[config.mk]
export PLATFORM = sky130hd
export DESIGN_NAME = fft_frame_source
export DESIGN_NICKNAME = d
export VERILOG_FILES = /design/src/rtl/fft_frame_source.sv
export SDC_FILE = /design/constraint.sdc
export NUM_CORES = 1
export LEC_CHECK = 0
export CORE_UTILIZATION = 40
export CTS_BUF_LIST = sky130_fd_sc_hd__clkbuf_16
export DETAILED_ROUTE_END_ITERATION = 16
export HOLD_SLACK_MARGIN = 0.05
export REMOVE_ABC_BUFFERS = 1
export SETUP_SLACK_MARGIN = 0.15
export SLEW_MARGIN = 40
export SYNTH_ARGS = -nofsm -noshare
export SYNTH_HDL_FRONTEND = slang
export SYNTH_SLANG_ARGS = --single-unit
[constraint.sdc]
create_clock -name aclk -period 5.4 [get_ports aclk]
set_clock_uncertainty 0.15 [all_clocks]
set_input_delay 1.35 -clock aclk [delete_from_list [all_inputs] [get_ports aclk]]
set_output_delay 1.35 -clock aclk [all_outputs]
set_load 0.005 [all_outputs]
[src/rtl/fft_frame_source.sv]
// fft_frame_source: AXI-Stream master feeding an FFT core's config and data
// slave channels from a free-running sample stream. Samples are buffered in a
// small FIFO, the config word is sent before the first frame and after every
// cfg_update, and frames of 2**LOG2_FRAME beats are delimited with tlast.
// Optional feature macro: FFT_SRC_ERR_CNT_EN (adds err_clear / err_count).
module fft_frame_source #(
  parameter int               DATA_W     = 32,
  parameter int               CFG_W      = 16,
  parameter int               LOG2_FRAME = 10,
  parameter int               FIFO_DEPTH = 16,
  parameter logic [CFG_W-1:0] CFG_RESET  = 16'h0001
) (
  input  logic              aclk,
  input  logic              aresetn,
  input  logic              enable,
  input  logic [CFG_W-1:0]  cfg_word,
  input  logic              cfg_update,
  input  logic [DATA_W-1:0] s_sample_tdata,
  input  logic              s_sample_tvalid,
  output logic              s_sample_tready,
  output logic [CFG_W-1:0]  m_axis_config_tdata,
  output logic              m_axis_config_tvalid,
  input  logic              m_axis_config_tready,
  output logic [DATA_W-1:0] m_axis_data_tdata,
  output logic              m_axis_data_tvalid,
  input  logic              m_axis_data_tready,
  output logic              m_axis_data_tlast,
  input  logic              event_tlast_unexpected,
  input  logic              event_tlast_missing,
  output logic [15:0]       frame_count,
  output logic              busy,
  output logic              overflow
`ifdef FFT_SRC_ERR_CNT_EN
  ,
  input  logic              err_clear,
  output logic [7:0]        err_count
`endif
);

  localparam int                  AW        = $clog2(FIFO_DEPTH);
  localparam logic [AW:0]         FULL_CNT  = (AW+1)'(FIFO_DEPTH);
  localparam logic [LOG2_FRAME-1:0] LAST_BEAT = '1;

  typedef enum logic [1:0] {IDLE, CONFIG, STREAM} state_t;

  state_t                  state;
  logic [DATA_W-1:0]       mem [FIFO_DEPTH];
  logic [AW-1:0]           wr_ptr;
  logic [AW-1:0]           rd_ptr;
  logic [AW:0]             count;
  logic                    ready_en;
  logic                    full;
  logic                    empty;
  logic                    push;
  logic                    pop;
  logic [CFG_W-1:0]        cfg_reg;
  logic                    cfg_pending;
  logic                    cfg_due;
  logic [CFG_W-1:0]        cfg_next;
  logic [LOG2_FRAME-1:0]   beat;

  assign full  = (count == FULL_CNT);
  assign empty = (count == '0);

  assign s_sample_tready      = ready_en & ~full;
  assign push                 = s_sample_tvalid & s_sample_tready;
  assign m_axis_data_tvalid   = (state == STREAM) & ~empty;
  assign m_axis_data_tdata    = mem[rd_ptr];
  assign m_axis_data_tlast    = m_axis_data_tvalid & (beat == LAST_BEAT);
  assign pop                  = m_axis_data_tvalid & m_axis_data_tready;
  assign m_axis_config_tvalid = (state == CONFIG);
  assign busy                 = (state != IDLE);

  // An update arriving on a frame boundary is honoured immediately.
  assign cfg_due  = cfg_pending | cfg_update;
  assign cfg_next = cfg_update ? cfg_word : cfg_reg;

  // Sample FIFO storage, pointers and occupancy.
  always_ff @(posedge aclk or negedge aresetn) begin
    if (!aresetn) begin
      wr_ptr <= '0;
      rd_ptr <= '0;
      count  <= '0;
      for (int unsigned i = 0; i < FIFO_DEPTH; i++) mem[AW'(i)] <= '0;
    end else begin
      if (push) begin
        mem[wr_ptr] <= s_sample_tdata;
        wr_ptr      <= wr_ptr + 1'b1;
      end
      if (pop) rd_ptr <= rd_ptr + 1'b1;
      case ({push, pop})
        2'b10:   count <= count + 1'b1;
        2'b01:   count <= count - 1'b1;
        default: ;
      endcase
    end
  end

  // Upstream ready release one cycle after reset, and sticky overflow flag.
  always_ff @(posedge aclk or negedge aresetn) begin
    if (!aresetn) begin
      ready_en <= 1'b0;
      overflow <= 1'b0;
    end else begin
      ready_en <= 1'b1;
      if (s_sample_tvalid & ready_en & full) overflow <= 1'b1;
    end
  end

  // Frame FSM: config handshake, beat counting, frame boundaries.
  always_ff @(posedge aclk or negedge aresetn) begin
    if (!aresetn) begin
      state               <= IDLE;
      cfg_reg             <= CFG_RESET;
      cfg_pending         <= 1'b1;
      m_axis_config_tdata <= '0;
      beat                <= '0;
      frame_count         <= '0;
    end else begin
      if (cfg_update) begin
        cfg_reg     <= cfg_word;
        cfg_pending <= 1'b1;
      end
      case (state)
        IDLE: begin
          if (enable) begin
            if (cfg_due) begin
              state               <= CONFIG;
              m_axis_config_tdata <= cfg_next;
            end else begin
              state <= STREAM;
            end
          end
        end
        CONFIG: begin
          // tdata was captured on entry, so a late update waits for the next boundary.
          if (m_axis_config_tready) begin
            state <= STREAM;
            if (!cfg_update) cfg_pending <= 1'b0;
          end
        end
        STREAM: begin
          if (pop) begin
            if (beat == LAST_BEAT) begin
              beat        <= '0;
              frame_count <= frame_count + 16'd1;
              if (enable & cfg_due) begin
                state               <= CONFIG;
                m_axis_config_tdata <= cfg_next;
              end else if (!enable) begin
                state <= IDLE;
              end
            end else begin
              beat <= beat + 1'b1;
            end
          end
        end
        default: state <= IDLE;
      endcase
    end
  end

`ifdef FFT_SRC_ERR_CNT_EN
  // Saturating count of cycles with any FFT framing error event.
  always_ff @(posedge aclk or negedge aresetn) begin
    if (!aresetn) begin
      err_count <= '0;
    end else if (err_clear) begin
      err_count <= '0;
    end else if ((event_tlast_unexpected | event_tlast_missing) && (err_count != 8'hFF)) begin
      err_count <= err_count + 8'd1;
    end
  end
`else
  logic unused_events;
  assign unused_events = event_tlast_unexpected | event_tlast_missing;
`endif

endmodule

==> results.yml <==
logic_synthesis:
  synth_edf_count: 0
  synth_top_cells_by_count: "586 x dfrtp_1, 537 x mux2_2, 96 x mux4_2"
  synth_top_area_share_pct: 54.96
  ys_seq_elements: 588
  ys_seq_area_share_pct: 55.15
  synth_area_um2: 26680
  ys_types: 62
  ys_async_sr_fraction_pct: 100.0
  synth_ff_type: "dfrtp_1"
  syn_inst: 1790
  avgSynthCellArea_um2: 14.91
  synth_top_area_cell: "dfrtp_1"
  yosys_warnings: 0
  synth_most_common_cell: "dfrtp_1"
  yosys-top-cells-area: "dfrtp_1 55%, mux2_2 23%, mux4_2 8.1%"
route:
  drtPass1Iterations: 5
  wl_per_cell_um: 22.87
  vias_per_cell: 5.584
  dr.first_iter.drc_count: 889
  drt-total-wl_um: 64300
  via_count: 15700
  drc: 0
  ant_nets: 0
timing:
  rsz0062_at_grt: "false"
  drv_slew: 0
  setup_tns_ps: 0
  fin_ws_ps: 373.9
  setup_viol: 0
  timing.fmax_ghz: 0.1990
  layout_min_cycle_time_ps: 5026
  hold_viol_final: 0
  worstMarginPinSlew_ps: 850.3
  slew_headroom_pct: 43.25
  fin_crit_sh_pct: 93.08
setup_path:
  reg2reg_depth: 10
  slowest_delay_ps: 690
  reg2reg_from: "count[1]$_DFFE_PN0P_"
  path_cells: "and2_2, buf_4, a221oi_1, a21oi_1, o21ai_0, clkdlybuf4s50_1"
  slowest_stage: "dfrtp_4"
  crit_type: "register to output pin"
  r2r-end: "count[4]$_DFFE_PN0P_"
  cp.required_ps: 3900
  rrSetupSlack_ps: 1900
  crit_path_start_kind: "register"
  cp-end-kind: "output pin"
  cp.arrival_ps: 3530
  critical_path_peak_fanout: 30
pwr:
  leakagePower_nw: 13.77
  p_per_area_nw_per_um2: 582.3
  vdd_drop_max_mv: 0.2659
clocking:
  clk_pin_slew_ps: 50
  clkSinkCount: 588
  cts_tree: "built"
  post_cts_resized: 0
  cts-root-buf: "clkbuf_16"
  cts_setup_buffers: 0
  cts_buffers: 69
  hold_buffers: 0
  clock_latency_ps: 600
  cts_htree_levels: 3
  clockBufferDepth: 3
placement:
  place_area_um2: 28930
  preCtsSetupSlack_ps: 691.5
  gp_congestion: 0.7663
  dp_hpwl_um: 37350
  dp.cells: 2681
  portBuffers: 124
global_routing:
  grtUsageMet1_pct: 27.40
  grt_util_all_layers_pct: 19.63
  overflow: 0
  grt_max_degree: 168
  grtUsageMet2_pct: 31.09
  antenna_found_initial: 2
  gr-usage-met3_pct: 4.293
  grt_first_pass_wirelength_um: 101900
  busiest_layer: "met2"
  grt_pass1_vias: 17070
die:
  ios: 127
  rows: 94
  die_w_um: 260.3
  initial_utilization_pct: 40.51
  core_area_um2: 65860
  die_area_um2: 67750
  die_h_um: 260.3
finish:
  regMostFlops: "mem"
  largest_register_ffs: 512
  fin_nets: 1958
  design_area_um2: 31170
  area_growth_pct: 16.80
  instances_no_fill: 2811
  final_layout_size_suffix_gt1_share_pct: 41.52
worst_hold_path:
  min_path_type: "register to register"
  hold_start: "frame_count[15]$_DFFE_PN0P_"
  hold_path_end: "frame_count[15]$_DFFE_PN0P_"
  min_path_cells: 1
run_status:
  run_status: "finished clean"
flow_run:
  maxCapViolCount: 0
==> critical path, delay by kind of cell, from the launching register on <==
family                 cells  cell delay (ps)
AO/OA/AOI/OAI              3              840
buffers and inverters      2              880
flip-flops                 1              690
AND/OR/NAND/NOR            1              500
==> stage by stage <==
step	hold WS [ps]	power, mW	util [%]
floorplan	302.7	11.56	-
global placement	313.4	13.63	43.90
detailed placement	323.6	13.89	43.93
CTS	332.2	18.37	47.19
global route	343.1	19.29	47.32
finish	324.8	18.15	47.32
==> layout by cell type (no fill, tap or decap), drive strengths merged, types with 18 or more instances in the layout <==
cell             n
clkbuf          73
mux2i           65
clkdlybuf4s50  123
a21oi           37
xnor2           18
nand2           28
o21ai           41
mux4            96
mux2           546
clkinv          31
inv             32
dfrtp          586
nor2            21
buf             54
a22oi           32
a221oi          33
==> logic make-up (layout without fill, tap and decap cells) <==
group | Yosys count | count (layout) | synth area share, %
adder cells (fa/ha/maj) | 10 | 10 | 0.4689
buffers and inverters | 161 | 317 | 2.860
other | 1 | 2 | 0.01405
multiplexers | 707 | 707 | 33.58
AO/OA/AOI/OAI | 165 | 165 | 4.192
XOR/XNOR | 28 | 28 | 0.9190
flip-flops | 588 | 588 | 55.15
AND/OR/NAND/NOR | 130 | 130 | 2.809
==> layout make-up <==
cell class	instances	area, um^2
Sequential cell	588	14730
Antenna cell	1	2.502
Multi-Input combinational cell	1041	11310
Clock inverter	53	322.8
Clock buffer	73	1827
Inverter	14	52.55
Timing Repair Buffer	177	1849
Tap cell	864	1081
Fill cell	5715	34700
==> per-layer routing <==
metal	up-vias	wire (um)	part of all wire (%)
met5	-	7	0.011
met3	89	3005	4.7
met2	311	30280	47
met4	2	1277	2.0
met1	8424	29720	46
li1	6872	-	-
==> worst max-delay path by stage <==
stage | from | end | slack (ps) | cells past startpoint
after global placement | s_sample_tvalid | count[4]$_DFFE_PN0P_ | 700 | 11
after floorplan | rd_ptr[0]$_DFFE_PN0P_ | m_axis_data_tdata[30] | -2850 | 3
final | rd_ptr[1]$_DFFE_PN0P_ | m_axis_data_tdata[17] | 370 | 6
after detailed placement | s_sample_tvalid | count[4]$_DFFE_PN0P_ | 690 | 11
after CTS | rd_ptr[1]$_DFFE_PN0P_ | m_axis_data_tdata[10] | 340 | 6
after global routing | rd_ptr[1]$_DFFE_PN0P_ | m_axis_data_tdata[10] | 210 | 6
==> report_power, final <==
part / switching (mW) / leakage (nW) / internal, mW
sequential: 1.02 / 7.54 / 6.21
combinational: 2.74 / 5.11 / 3.78
clock: 1.83 / 1.12 / 2.58
total: 5.59 / 13.8 / 12.6
No activity file was read; power rests on OpenSTA's default activity.
